==> src/rtl/display_scan_ctrl.sv <==
// Multiplexed 7-segment scan controller. It steps through the enabled digits one slot at a time,
// with dead-time blanking, PWM brightness and blink gating, and drives registered digit/segment outputs.
module display_scan_ctrl #(
  parameter int SEG_CNT     = 4,
  parameter int FPGA_FREQ   = 50_000_000,
  parameter int SCAN_FREQ   = 1_000,
  parameter int BLANK_CYC   = 64,
  parameter int BRIGHT_W    = 4,
  parameter int BLINK_HZ    = 2,
  parameter bit DIG_ACT_LOW = 1'b0,
  parameter bit SEG_ACT_LOW = 1'b0
) (
  input  logic                         clk_i,
  input  logic                         rst_i,
  input  logic [SEG_CNT-1:0]           en_i,
  input  logic [SEG_CNT-1:0]           blink_i,
  input  logic [SEG_CNT-1:0][7:0]      seg_i,
  input  logic [BRIGHT_W-1:0]          bright_i,
  output logic [SEG_CNT-1:0]           dig_o,
  output logic [7:0]                   seg_o,
  output logic [$clog2(SEG_CNT)-1:0]   active_o,
  output logic                         frame_o
);
  localparam int SLOT_LEN  = FPGA_FREQ / (SCAN_FREQ * SEG_CNT);
  localparam int CNT_W     = $clog2(SLOT_LEN);
  localparam int ACT_W     = $clog2(SEG_CNT);
  localparam int BLINK_LEN = FPGA_FREQ / (2 * BLINK_HZ);
  localparam int BL_W      = (BLINK_LEN > 1) ? $clog2(BLINK_LEN) : 1;

  localparam logic [CNT_W-1:0] SLOT_END = CNT_W'(SLOT_LEN - 1);
  localparam logic [CNT_W-1:0] BLANK_V  = CNT_W'(BLANK_CYC);
  localparam logic [BL_W-1:0]  BL_END   = BL_W'(BLINK_LEN - 1);
  localparam logic [ACT_W:0]   SUM_LIM  = (ACT_W+1)'(SEG_CNT);

  if (SLOT_LEN < BLANK_CYC + 2**BRIGHT_W) begin : g_bad_slot
    $error("display_scan_ctrl: slot too short for blanking plus one PWM period");
  end
  if (SEG_CNT < 2) begin : g_bad_cnt
    $error("display_scan_ctrl: SEG_CNT must be at least 2");
  end

  logic [CNT_W-1:0]    cnt, cnt_nxt;
  logic                slot_end;
  logic [ACT_W-1:0]    active, act_nxt, act_load;
  logic [ACT_W:0]      sum;
  logic [ACT_W-1:0]    idx;
  logic                frame;
  logic [BRIGHT_W-1:0] pwm;
  logic [BL_W-1:0]     bcnt;
  logic                phase;
  logic [7:0]          pat_s;
  logic [BRIGHT_W-1:0] br_s;
  logic                blk_s, en_s;
  logic                lit;
  logic [SEG_CNT-1:0]  dig_sel, dig_q;
  logic [7:0]          seg_q;

  assign slot_end = (cnt == SLOT_END);
  assign cnt_nxt  = slot_end ? '0 : cnt + 1'b1;

  // Nearest enabled digit after the current one, wrapping; k=SEG_CNT revisits
  // the current digit, and with nothing enabled the index holds.
  always_comb begin
    act_nxt = active;
    sum     = '0;
    idx     = '0;
    for (int k = SEG_CNT; k >= 1; k--) begin
      sum = {1'b0, active} + (ACT_W+1)'(k);
      idx = (sum >= SUM_LIM) ? ACT_W'(sum - SUM_LIM) : sum[ACT_W-1:0];
      if (en_i[idx]) act_nxt = idx;
    end
  end

  always_ff @(posedge clk_i) begin
    if (rst_i) begin
      cnt    <= '0;
      active <= '0;
      frame  <= 1'b0;
    end else begin
      cnt   <= cnt_nxt;
      frame <= 1'b0;
      if (slot_end) begin
        active <= act_nxt;
        frame  <= (|en_i) && (act_nxt <= active);
      end
    end
  end

  // Slot-start snapshot; reset loads digit 0 so the first slot is ready on release.
  assign act_load = rst_i ? '0 : act_nxt;

  always_ff @(posedge clk_i) begin
    if (rst_i || slot_end) begin
      pat_s <= seg_i[act_load];
      br_s  <= bright_i;
      blk_s <= blink_i[act_load];
      en_s  <= en_i[act_load];
    end
  end

  // PWM restarts at zero on the first ON clock of every slot.
  always_ff @(posedge clk_i) begin
    if (rst_i || (cnt_nxt <= BLANK_V)) pwm <= '0;
    else                               pwm <= pwm + 1'b1;
  end

  always_ff @(posedge clk_i) begin
    if (rst_i) begin
      bcnt  <= '0;
      phase <= 1'b0;
    end else if (bcnt == BL_END) begin
      bcnt  <= '0;
      phase <= ~phase;
    end else begin
      bcnt  <= bcnt + 1'b1;
    end
  end

  assign lit = (cnt >= BLANK_V) && en_s && (|en_i) &&
               ((&br_s) || (pwm < br_s)) && !(blk_s && phase);

  for (genvar g = 0; g < SEG_CNT; g++) begin : g_sel
    assign dig_sel[g] = lit && (active == ACT_W'(g));
  end

  always_ff @(posedge clk_i) begin
    if (rst_i) begin
      dig_q <= '0;
      seg_q <= '0;
    end else begin
      dig_q <= dig_sel;
      seg_q <= lit ? pat_s : 8'h00;
    end
  end

  assign dig_o    = dig_q ^ {SEG_CNT{DIG_ACT_LOW}};
  assign seg_o    = seg_q ^ {8{SEG_ACT_LOW}};
  assign active_o = active;
  assign frame_o  = frame;
endmodule

==> config.mk <==
export PLATFORM = sky130hd
export DESIGN_NAME = display_scan_ctrl
export DESIGN_NICKNAME = d
export VERILOG_FILES = /design/src/rtl/display_scan_ctrl.sv
export SDC_FILE = /design/constraint.sdc
export NUM_CORES = 1
export LEC_CHECK = 0
export BUFFER_PORTS_ARGS = -buffer_cell sky130_fd_sc_hd__buf_2
export CELL_PAD_IN_SITES_DETAIL_PLACEMENT = 1
export CELL_PAD_IN_SITES_GLOBAL_PLACEMENT = 1
export CORE_MARGIN = 5
export CORE_UTILIZATION = 43
export DETAILED_ROUTE_END_ITERATION = 16
export PLACE_DENSITY_LB_ADDON = 0.2
export SYNTH_ARGS = -nofsm -noshare
export SYNTH_HDL_FRONTEND = slang
export SYNTH_SLANG_ARGS = --single-unit
==> constraint.sdc <==
create_clock -name clk_i -period 3 [get_ports clk_i]
set_clock_uncertainty 0.15 [all_clocks]
set_input_delay 0.45 -clock clk_i [delete_from_list [all_inputs] [get_ports clk_i]]
set_output_delay 0.45 -clock clk_i [all_outputs]
set_load 0.005 [all_outputs]
Word-level counts from Yosys, hierarchy flattened
Cells that the tools add are included.

cells by class
  bitwise operators = 3
  $lt $le $gt $ge = 13
  muxes and demuxes = 24
  eq/ne operators = 5
  reductions and logical operators = 20
  add/sub/neg operators = 11

operators with widths
  kind                                                                                   number
  24-bit by 1-bit adder with 24-bit output (second input constant)                       1
  24-bit == test (second input constant)                                                 1
  2-bit 2-to-1 mux                                                                       9
  8-bit binary-select mux with 2-bit select                                              1
  2-bit by 3-bit < comparator with 1-bit output (second input constant)                  5
  14-bit by 1-bit adder with 14-bit output (second input constant)                       1
  14-bit == test (second input constant)                                                 1
  14-bit by 7-bit greater-or-equal comparator with 1-bit output (second input constant)  1
  14-bit by 7-bit less-or-equal comparator with 1-bit output (second input constant)     1
  14-bit 2-to-1 mux                                                                      1
  1-bit binary-select mux with 2-bit select                                              6
  3-bit greater-or-equal comparator (second input constant)                              4
  1-bit logical AND                                                                      10
  8-bit 2-to-1 mux                                                                       1
  2-bit by 1-bit subtractor with 2-bit output (second input constant)                    4
  2-bit by 2-bit adder with 3-bit output (second input constant)                         2
  1-bit 2-to-1 mux                                                                       6
  2-bit OR reduction                                                                     3
  4-bit by 1-bit adder with 4-bit output (second input constant)                         1
  2-bit == test (second input constant)                                                  2
  4-bit < comparator                                                                     1
  4-bit AND reduction                                                                    1
  4-bit OR reduction                                                                     1
  2-bit by 1-bit adder with 3-bit output (second input constant)                         1
  7 further kinds                                                                        11

storage, ports and cells
  input bits = 46
  register bits = 72

Longest topological paths before layout
Gate-level depths: netlist of the first run.

  word-level depth = 12
  mapped depth = 11
  depth with buffers taken out = 10

Least setup slack after synthesis of the first run
OpenSTA, ideal clock, no wires.

  kind = flip-flop to flip-flop
  from = register active[0], in the netlist active_o[0]
  to = register frame, in the netlist frame_o
  cell stages (with the launch flop) = 12
  data required time = 2734 ps
  setup time = 116 ps
  data arrival time = 2148 ps
  slack = 586 ps
  cell sequence = dfxtp_1 > buf_2 > inv_1 > ha_1 > inv_1 > o211ai_1 > and3_1 > nand2_1 > ha_1 > nand2_1 > o21ai_0 > and3_1

between the ends
  cells in the longest elaborated chain, start to end = 11

ends and longest elaborated chain
  item                                                                                                     line  source
  from (decl)                                                                                              44    logic [ACT_W-1:0] active, act_nxt, act_load;
  from (signal assigned)                                                                                   83    active <= act_nxt;
  2-bit by 3-bit adder with 3-bit output                                                                   68    sum = {1'b0, active} + (ACT_W+1)'(k);
  3-bit greater-or-equal comparator / 2-bit by 1-bit subtractor with 2-bit output (equally long branches)  69    idx = (sum >= SUM_LIM) ? ACT_W'(sum - SUM_LIM) : sum[ACT_W-1:0];
  2-bit 2-to-1 mux                                                                                         69
  1-bit binary-select mux with 2-bit select                                                                70    if (en_i[idx]) act_nxt = idx;
  1-bit 2-to-1 mux (not written as such)                                                                   70
  2-bit 2-to-1 mux (4 in series)                                                                           70
  2-bit less-or-equal comparator (*)                                                                       84    frame <= (|en_i) && (act_nxt <= active);
  1-bit logical AND (*)                                                                                    84
  to (signal assigned)                                                                                     84
  to (decl)                                                                                                47    logic frame;

Every way passes the cells marked *; elsewhere a longest branch is shown, timed or not. The select of a mux whose other input is x is not followed.
A chain may end at the register's enable or synchronous reset.

Final worst setup path of the first run
  from = register active[0], in the netlist active_o[0]
  to = register blk_s, data pin

between the ends
  cells in the longest elaborated chain, start to end = 12

ends and longest elaborated chain
  item                                                                                                     line  source
  2-bit by 3-bit adder with 3-bit output                                                                   68
  3-bit greater-or-equal comparator / 2-bit by 1-bit subtractor with 2-bit output (equally long branches)  69
  2-bit 2-to-1 mux                                                                                         69
  1-bit binary-select mux with 2-bit select                                                                70
  1-bit 2-to-1 mux (not written as such)                                                                   70
  2-bit 2-to-1 mux (3 in series)                                                                           70
  2-bit 2-to-1 mux (*)                                                                                     70
  2-bit 2-to-1 mux (*)                                                                                     90    assign act_load = rst_i ? '0 : act_nxt;
  1-bit binary-select mux with 2-bit select (*)                                                            96    blk_s <= blink_i[act_load];
  1-bit 2-to-1 mux (not written as such) (*)                                                               96
  to (signal assigned)                                                                                     96
  to (decl)                                                                                                53    logic blk_s, en_s;

Marked as above.

==> flow_metrics.py, run 1 <==
metrics = {
    "setup_path": {
        "worstSetupStartpointType": "flop",
        "crit_chain": "inv_1 > ha_1 > inv_1 > o211ai_1 > nand3_1 > buf_4 > mux2i_1 > mux2i_1",
        "path_buf_inv": 3,
        "criticalPathCategory": "flop to flop",
        "critPathSlowestCell": "dfxtp_1",
        "cp-end-kind": "flop",
        "critPathTopFamily": "buffers and inverters",
        "critPathArrivalTime_ps": 2630,
        "path_max_fanout": 8,
        "worstPathRequired_ps": 2930,
        "max_stage_delay_ps": 490,
    },
    "power_and_ir_drop": {
        "ir_drop_mv": 0.201,
        "power_density_mw_per_mm2": 493,
        "p_leak_nw": 1.80,
        "total_power_mw": 2.14,
    },
    "cells_and_area": {
        "drive_above_1_share": 0.202,
        "nNetsFinal": 510,
        "n_antenna_cell": 0,
        "fillers": 1017,
        "layout_common_cells": "buf_2 (60), dfxtp_1 (58), nor2_1 (50), nand3_1 (30), mux2i_1 (28)",
        "instances_no_fill": 564,
        "layout_commonest_cell": "buf_2",
        "final_core_util": 0.504,
        "synthToLayoutAreaGrowth_pct": 15.4,
        "fin_area_mm2": 0.00433,
    },
    "placement": {
        "io_buffer_count": 60,
        "dp.cells": 548,
        "gp_congestion": 0.796,
        "post-dp-hpwl_um": 6570,
        "dpl-instance-area_mm2": 0.00408,
    },
    "grt": {
        "overflow": 0,
        "antenna_found_initial": 0,
        "grt_pass1_wl_um": 14900,
        "grt_pass1_vias": 3114,
        "track_usage": 0.177,
        "grt_max_degree": 31,
    },
    "die": {
        "fp.coreArea_mm2": 0.00859,
        "start_util": 0.437,
        "die_area_mm2": 0.0107,
        "fp.dieH_um": 103,
        "num_rows": 34,
        "die-width_um": 103,
        "top_level_ports": 61,
    },
    "logic_synthesis": {
        "synth-seq-cells": 72,
        "synth_area_per_cell_um2": 9.45,
        "netlist_area_mm2": 0.00375,
        "async_flop_share": 0,
        "synth-edff-count": 14,
        "synth_nets": 456,
        "ys_types": 55,
        "ys_seq_area_frac": 0.421,
        "netlist_instances": 397,
        "synth.yosys.warnings": 0,
        "synth_ff_type": "dfxtp_1",
    },
    "routing": {
        "drtIter0Drc": 91,
        "wl_per_cell_um": 16.0,
        "dr.pass1.iters": 4,
        "vias": 3035,
        "drc": 0,
        "viasPerCell": 5.38,
        "wl_um": 9000,
        "drtAntennaViolNets": 0,
    },
    "cts": {
        "cts_buffers": 9,
        "cts_tree": "done",
        "root_buffer": "clkbuf_8",
        "htree_levels": 3,
        "cts_setup_buffers": 0,
        "clock_sinks": 72,
        "clk_pin_slew_ps": 80,
        "cts.repair.resized": 0,
        "postCtsHoldBufs": 0,
        "cts.path.max_buffers": 2,
        "clk_latency_ps": 350,
    },
    "sta": {
        "slew_headroom": 0.412,
        "max_freq_mhz": 371,
        "finalCritPeriodShare": 0.898,
        "period_needed_ps": 2700,
        "report.final.setup_viol": 0,
        "finalHoldViolCount": 0,
        "tns_ps": 0,
        "tightestPinTransition_ps": 875,
        "rsz0062_at_grt": "no",
        "drv_slew": 0,
    },
    "worst_hold_path": {
        "hold_path.class": "primary input to flop",
    },
    "run_status": {
        "run_status": "complete, no violations",
    },
    "job": {
        "cap_violations": 0,
    },
}
-- final cells by class --
type / instances / area (um^2) / share of cell area
well taps: 108 / 135 / 0.0312
flip-flops and latches: 72 / 1580 / 0.365
inverters: 16 / 60.1 / 0.0139
clock buffers: 11 / 163 / 0.0376
clock inverters: 5 / 85.1 / 0.0196
repair buffers: 65 / 338 / 0.0780
multi-input cells: 287 / 1970 / 0.455
-- cell families (layout without fill, tap and decap cells) --
| logic type | after synthesis | count (layout) | share of synthesized area |
|---|---|---|---|
| AOI/OAI and AO/OA | 45 | 45 | 0.0844 |
| xor gates and xnor gates | 38 | 38 | 0.0887 |
| adders and majority gates | 13 | 13 | 0.0433 |
| buffers and inverters | 38 | 97 | 0.0537 |
| DFF | 72 | 72 | 0.421 |
| muxes | 30 | 30 | 0.0807 |
| and+or+nand+nor | 161 | 161 | 0.228 |
-- worst register-to-register path, stage by stage, from the launching register on --
cell and delay [ps]:
dfxtp_1 490, inv_1 160, ha_1 370, inv_1 80
o211ai_1 210, nand3_1 410, buf_4 300, mux2i_1 180
mux2i_1 90
-- through the flow --
step	hold slack, ps	setup WS (ps)
floorplan	267	586
CTS	111	315
detailed placement	330	349
global placement	280	467
finish	124	305
global route	103	53.7
-- report_power, final --
group	internal, mW	switching, mW
combinational	0.0715	0.0884
sequential	1.01	0.0162
clock	0.546	0.400
total	1.63	0.504
-- final timing paths --
| kind | startpoint | endpoint | slack (ps) | cells after the start |
|---|---|---|---|---|
| setup / recovery | active_o[0] | blk_s | 300 | 8 |
| hold reg to reg | bcnt[0] | bcnt[0] | 330 | 1 |
| setup reg to reg | active_o[0] | blk_s | 300 | 8 |
| hold / removal | bright_i[0] | br_s[0] | 120 | 1 |
-- flip-flops by register name, summed over array words and instances, names as in the netlist --
signal and flops:
bcnt 24, cnt 14, pat_s 8, seg_o 8
br_s 4, dig_o 4, pwm 4, active_o 2
blk_s 1, en_s 1, frame_o 1, phase 1
-- layer usage --
metal  vias to the layer above  wire [um]  GRT usage
li1                       1516          -          -
met1                      1471       4150      0.230
met2                        38       4490      0.293
met3                        10        236     0.0355
met4                         0        121     0.0598
met5                         -          0          0
-- cell usage after synthesis, types with 11 or more instances --
library cell   n  share of area
ha_1          13          0.043
mux2i_1       28          0.075
nor2_1        50          0.050
xor2_1        23          0.054
xnor2_1       15          0.035
nor3_1        11          0.015
nand2_1       15          0.015
a21oi_1       13          0.017
nand4_1       15          0.025
dfxtp_1       58           0.31
inv_1         15          0.015
nand3_1       30          0.040
edfxtp_1      14           0.11
(Power assumes the default switching activity.)
==> inputs of run 2 (changes only) <==
Settings changed: CORE_UTILIZATION 43 to 30.
==> run 2 against run 1 <==
Clock-buffer cell count decreased by 2. Fmax is 2.8% higher. Flip-flop and latch count is the same. Global-route usage decreased by 4.9 points. First-iteration DRC count is 47% higher. Combinational power barely moved. Critical path depth rose by 2. Non-clock buffer count unchanged. Cell count is 11% higher. Critical path type unchanged.
==> flow_metrics.py, run 2 (synthesis results as in run 1) <==
metrics = {
    "sta": {
        "rsz0062_at_grt": "no",
        "finalCritPeriodShare": 0.874,
        "max_freq_mhz": 382,
        "drv_slew": 0,
        "tns_ps": 0,
        "period_needed_ps": 2620,
        "tightestPinTransition_ps": 882,
        "slew_headroom": 0.408,
        "finalHoldViolCount": 0,
        "report.final.setup_viol": 0,
    },
    "cts": {
        "cts.path.max_buffers": 2,
        "root_buffer": "clkbuf_16",
        "clk_pin_slew_ps": 60,
        "cts_setup_buffers": 0,
        "postCtsHoldBufs": 0,
        "cts.repair.resized": 0,
        "cts_buffers": 9,
        "htree_levels": 3,
        "clock_sinks": 72,
        "clk_latency_ps": 330,
        "cts_tree": "done",
    },
    "setup_path": {
        "worstSetupStartpointType": "flop",
        "critPathArrivalTime_ps": 2740,
        "rr_worst_depth": 10,
        "cp-end-kind": "flop",
        "path_max_fanout": 9,
        "criticalPathCategory": "flop to flop",
        "worstPathRequired_ps": 3120,
    },
    "power_and_ir_drop": {
        "power_density_mw_per_mm2": 504,
        "p_leak_nw": 1.82,
        "ir_drop_mv": 0.237,
        "total_power_mw": 2.24,
    },
    "cells_and_area": {
        "synthToLayoutAreaGrowth_pct": 18.7,
        "nNetsFinal": 510,
        "final_core_util": 0.366,
        "n_antenna_cell": 0,
        "largest_reg_flops": 24,
        "layout_commonest_cell": "buf_2",
        "top_register": "bcnt",
        "drive_above_1_share": 0.202,
        "layout_common_cells": "buf_2 (60), dfxtp_1 (58), nor2_1 (50), nand3_1 (30), mux2i_1 (28)",
        "reg_top3": "bcnt: 24 flops, cnt: 14 flops",
    },
    "routing": {
        "vias": 2995,
        "viasPerCell": 4.80,
        "drtAntennaViolNets": 0,
        "dr.pass1.iters": 4,
        "drc": 0,
        "wl_um": 9030,
        "drtIter0Drc": 134,
        "wl_per_cell_um": 14.5,
    },
    "grt": {
        "grt_max_degree": 31,
        "overflow": 0,
        "grt_pass1_wl_um": 15200,
        "grt_pass1_vias": 3189,
        "track_usage": 0.128,
        "antenna_found_initial": 0,
    },
    "die": {
        "top_level_ports": 61,
        "die-width_um": 122,
        "die_area_mm2": 0.0148,
        "start_util": 0.309,
        "num_rows": 40,
        "fp.coreArea_mm2": 0.0122,
        "fp.dieH_um": 122,
    },
    "job": {
        "cap_violations": 0,
    },
    "placement": {
        "gp_congestion": 0.730,
        "io_buffer_count": 60,
        "post-dp-hpwl_um": 6770,
    },
    "worst_hold_path": {
        "min_path_cells": 1,
        "hold_path.class": "primary input to flop",
    },
    "run_status": {
        "run_status": "complete, no violations",
    },
}
-- run 2: power breakdown --
| part | total [mW] | internal (mW) | switching, mW |
|---|---|---|---|
| combinational | 0.159 | 0.0710 | 0.0880 |
| sequential | 1.03 | 1.02 | 0.0154 |
| clock | 1.05 | 0.643 | 0.411 |
| total | 2.24 | 1.73 | 0.515 |
-- run 2: final cells by class --
type	count	area (um^2)
Tap cell	168	210
Clock inverter	7	70.1
Sequential cell	72	1580
Timing Repair Buffer	65	338
Fill cell	1427	7710
Inverter	16	60.1
Clock buffer	9	225
Multi-Input combinational cell	287	1970
-- run 2: final timing paths --
path / start / endpoint / slack (ps)
min reg2reg: bcnt[0] / bcnt[0] / 300
min: bright_i[1] / br_s[1] / 150
max: active_o[0] / frame_o / 380
max reg2reg: active_o[0] / frame_o / 380
-- run 2: layer usage --
metal	wire, um	share of wire	vias up	global-route usage
li1	-	-	1521	-
met1	4340	0.48	1412	0.161
met2	4210	0.47	52	0.210
met3	316	0.035	10	0.0306
met4	164	0.018	0	0.0525
met5	0	0	-	0
-- run 2: through the flow --
step / cell area, um^2 / hold WS [ps] / setup WS [ps] / cells
after floorplan: 3750 / 267 / 586 / 397
after global placement: 4160 / 277 / 527 / 608
after detailed placement: 4160 / 292 / 399 / 608
after CTS: 4450 / 139 / 384 / 624
after global routing: 4450 / 135 / 151 / 624
final: 4450 / 150 / 379 / 624
-- run 2: worst max-delay path, stage by stage (launching register included) --
cell,delay [ps]
dfxtp_1,490
inv_1,150
ha_1,370
inv_1,90
o211ai_1,200
nand2_1,150
inv_2,230
ha_1,290
nor2b_1,130
o21ai_0,140
and3_1,170
==> inputs of run 3 (changes only) <==
Settings changed: CORE_UTILIZATION 30 to 35.
==> run 3 against run 2 <==
Sequential share of layout area rose by 0.85 points. Setup slack improved by 28 ps. Register-to-register slack improved by 30 ps. Clock power fell by 20%. Worst hold slack got worse by 15 ps. Critical path depth did not move. Non-clock buffer count did not move. Cell count fell by 5.1%.
==> flow_metrics.py, run 3 (synthesis results as in run 1) <==
metrics = {
    "run_status": {
        "run_status": "complete, no violations",
    },
    "routing": {
        "drtAntennaViolNets": 0,
        "dr.pass1.iters": 4,
        "wl_um": 9010,
        "dr_wl_met2_um": 4460,
        "drc": 0,
        "wl_met3_um": 268,
        "route.top_layer_used": "met4",
        "vias": 3023,
        "wl_per_cell_um": 15.2,
        "viasPerCell": 5.11,
        "wl_met1_um": 4200,
        "drtIter0Drc": 169,
    },
    "job": {
        "cap_violations": 0,
    },
    "cells_and_area": {
        "top_register": "bcnt",
        "reg_top3": "bcnt: 24 flops, cnt: 14 flops",
        "drive_above_1_share": 0.200,
        "regArea_mm2": 0.00158,
        "nNetsFinal": 510,
        "synthToLayoutAreaGrowth_pct": 15.9,
        "n_antenna_cell": 0,
        "fin_area_mm2": 0.00435,
        "largest_reg_flops": 24,
        "fillers": 1249,
        "multi_input_area_mm2": 0.00197,
        "layout_common_cells": "buf_2 (60), dfxtp_1 (58), nor2_1 (50), nand3_1 (30), mux2i_1 (28)",
        "layout_commonest_cell": "buf_2",
    },
    "grt": {
        "grt_max_degree": 25,
        "antenna_found_initial": 0,
        "grt_pass1_vias": 3154,
        "overflow": 0,
        "track_usage": 0.146,
        "grt_pass1_wl_um": 15200,
    },
    "cts": {
        "cts_buffers": 9,
        "postCtsHoldBufs": 0,
        "root_buffer": "clkbuf_8",
        "cts_setup_buffers": 0,
        "clock_sinks": 72,
        "clk_pin_slew_ps": 70,
        "cts.path.max_buffers": 2,
        "clk_latency_ps": 350,
        "cts.repair.resized": 0,
        "cts_tree": "done",
        "htree_levels": 3,
    },
    "sta": {
        "report.final.setup_viol": 0,
        "period_needed_ps": 2590,
        "worst_slack_ps": 408,
        "drv_slew": 0,
        "whs_ps": 135,
        "tightestPinTransition_ps": 805,
        "slew_headroom": 0.460,
        "finalHoldViolCount": 0,
        "rsz0062_at_grt": "no",
        "max_freq_mhz": 386,
        "finalCritPeriodShare": 0.864,
        "tns_ps": 0,
    },
    "die": {
        "fp.coreArea_mm2": 0.0104,
        "fp.dieH_um": 114,
        "die-width_um": 114,
        "start_util": 0.362,
        "die_area_mm2": 0.0129,
        "num_rows": 37,
        "top_level_ports": 61,
    },
    "setup_path": {
        "cp.depth": 10,
        "criticalPathCategory": "flop to flop",
        "critPathTopFamily": "adder cells",
        "worstSetupStartpointType": "flop",
        "critPathArrivalTime_ps": 2730,
        "critPathSlowestCell": "dfxtp_1",
        "crit_chain": "inv_1 > ha_1 > inv_1 > o211ai_1 > nand2_1 > inv_2 > ha_1 > nor2b_1 > o21ai_0 > and3_1",
        "max_stage_delay_ps": 500,
        "worstPathRequired_ps": 3130,
        "cp-end-kind": "flop",
        "rr_worst_depth": 10,
        "path_buf_inv": 3,
        "path_max_fanout": 9,
    },
    "worst_hold_path": {
        "hold_path.class": "primary input to flop",
        "min_path_cells": 1,
    },
    "placement": {
        "dpl-instance-area_mm2": 0.00413,
        "post-dp-hpwl_um": 6860,
        "io_buffer_count": 60,
        "gp_congestion": 0.759,
        "dp_slack_ps": 410,
    },
    "power_and_ir_drop": {
        "power_density_mw_per_mm2": 468,
        "ir_drop_mv": 0.184,
        "p_leak_nw": 1.79,
    },
}
==> run 3: changes by cell type in the layout (fill, tap and decap cells not counted), sizes merged <==
cell      previous run  this run
bufinv               1         2
clkinvlp             1         0
==> run 3: worst paths after layout <==
check | start | end | slack [ps]
setup / recovery | active_o[1] | frame_o | 410
setup reg to reg | active_o[1] | frame_o | 410
hold reg to reg | bcnt[0] | bcnt[0] | 300
hold / removal | bright_i[2] | br_s[2] | 140
==> run 3: power by group <==
| group | switching, mW | internal [mW] |
|---|---|---|
| sequential | 0.0145 | 1.01 |
| clock | 0.374 | 0.470 |
| combinational | 0.0909 | 0.0727 |
==> run 3: per-layer routing <==
metal	up-vias	GRT usage
met2	47	0.247
met3	4	0.0329
met1	1456	0.187
li1	1516	-
met4	0	0.0409
met5	-	0
==> run 3: area by class of cell <==
cell class	count	share of cell area
tap	136	0.0391
sequential	72	0.364
inverter	16	0.0138
multi-input combinational	287	0.453
timing repair buffer	65	0.0805
clock inverter	7	0.0219
clock buffer	9	0.0285
==> run 3: worst register-to-register path, delay by kind of cell, from the launching register on <==
family	cells	cell delay, ps
compound gates	2	320
simple gates	3	440
buf+inv	3	460
fa+ha+maj	2	670
flops	1	500
==> run 3: through the flow <==
stage,util,cells,power [mW]
3_5_place_dp,0.398,576,1.22
6_report,0.420,592,2.04
5_1_grt,0.420,592,2.14
2_1_floorplan,-,397,1.16
3_3_place_gp,0.398,576,1.21
4_1_cts,0.420,592,2.07
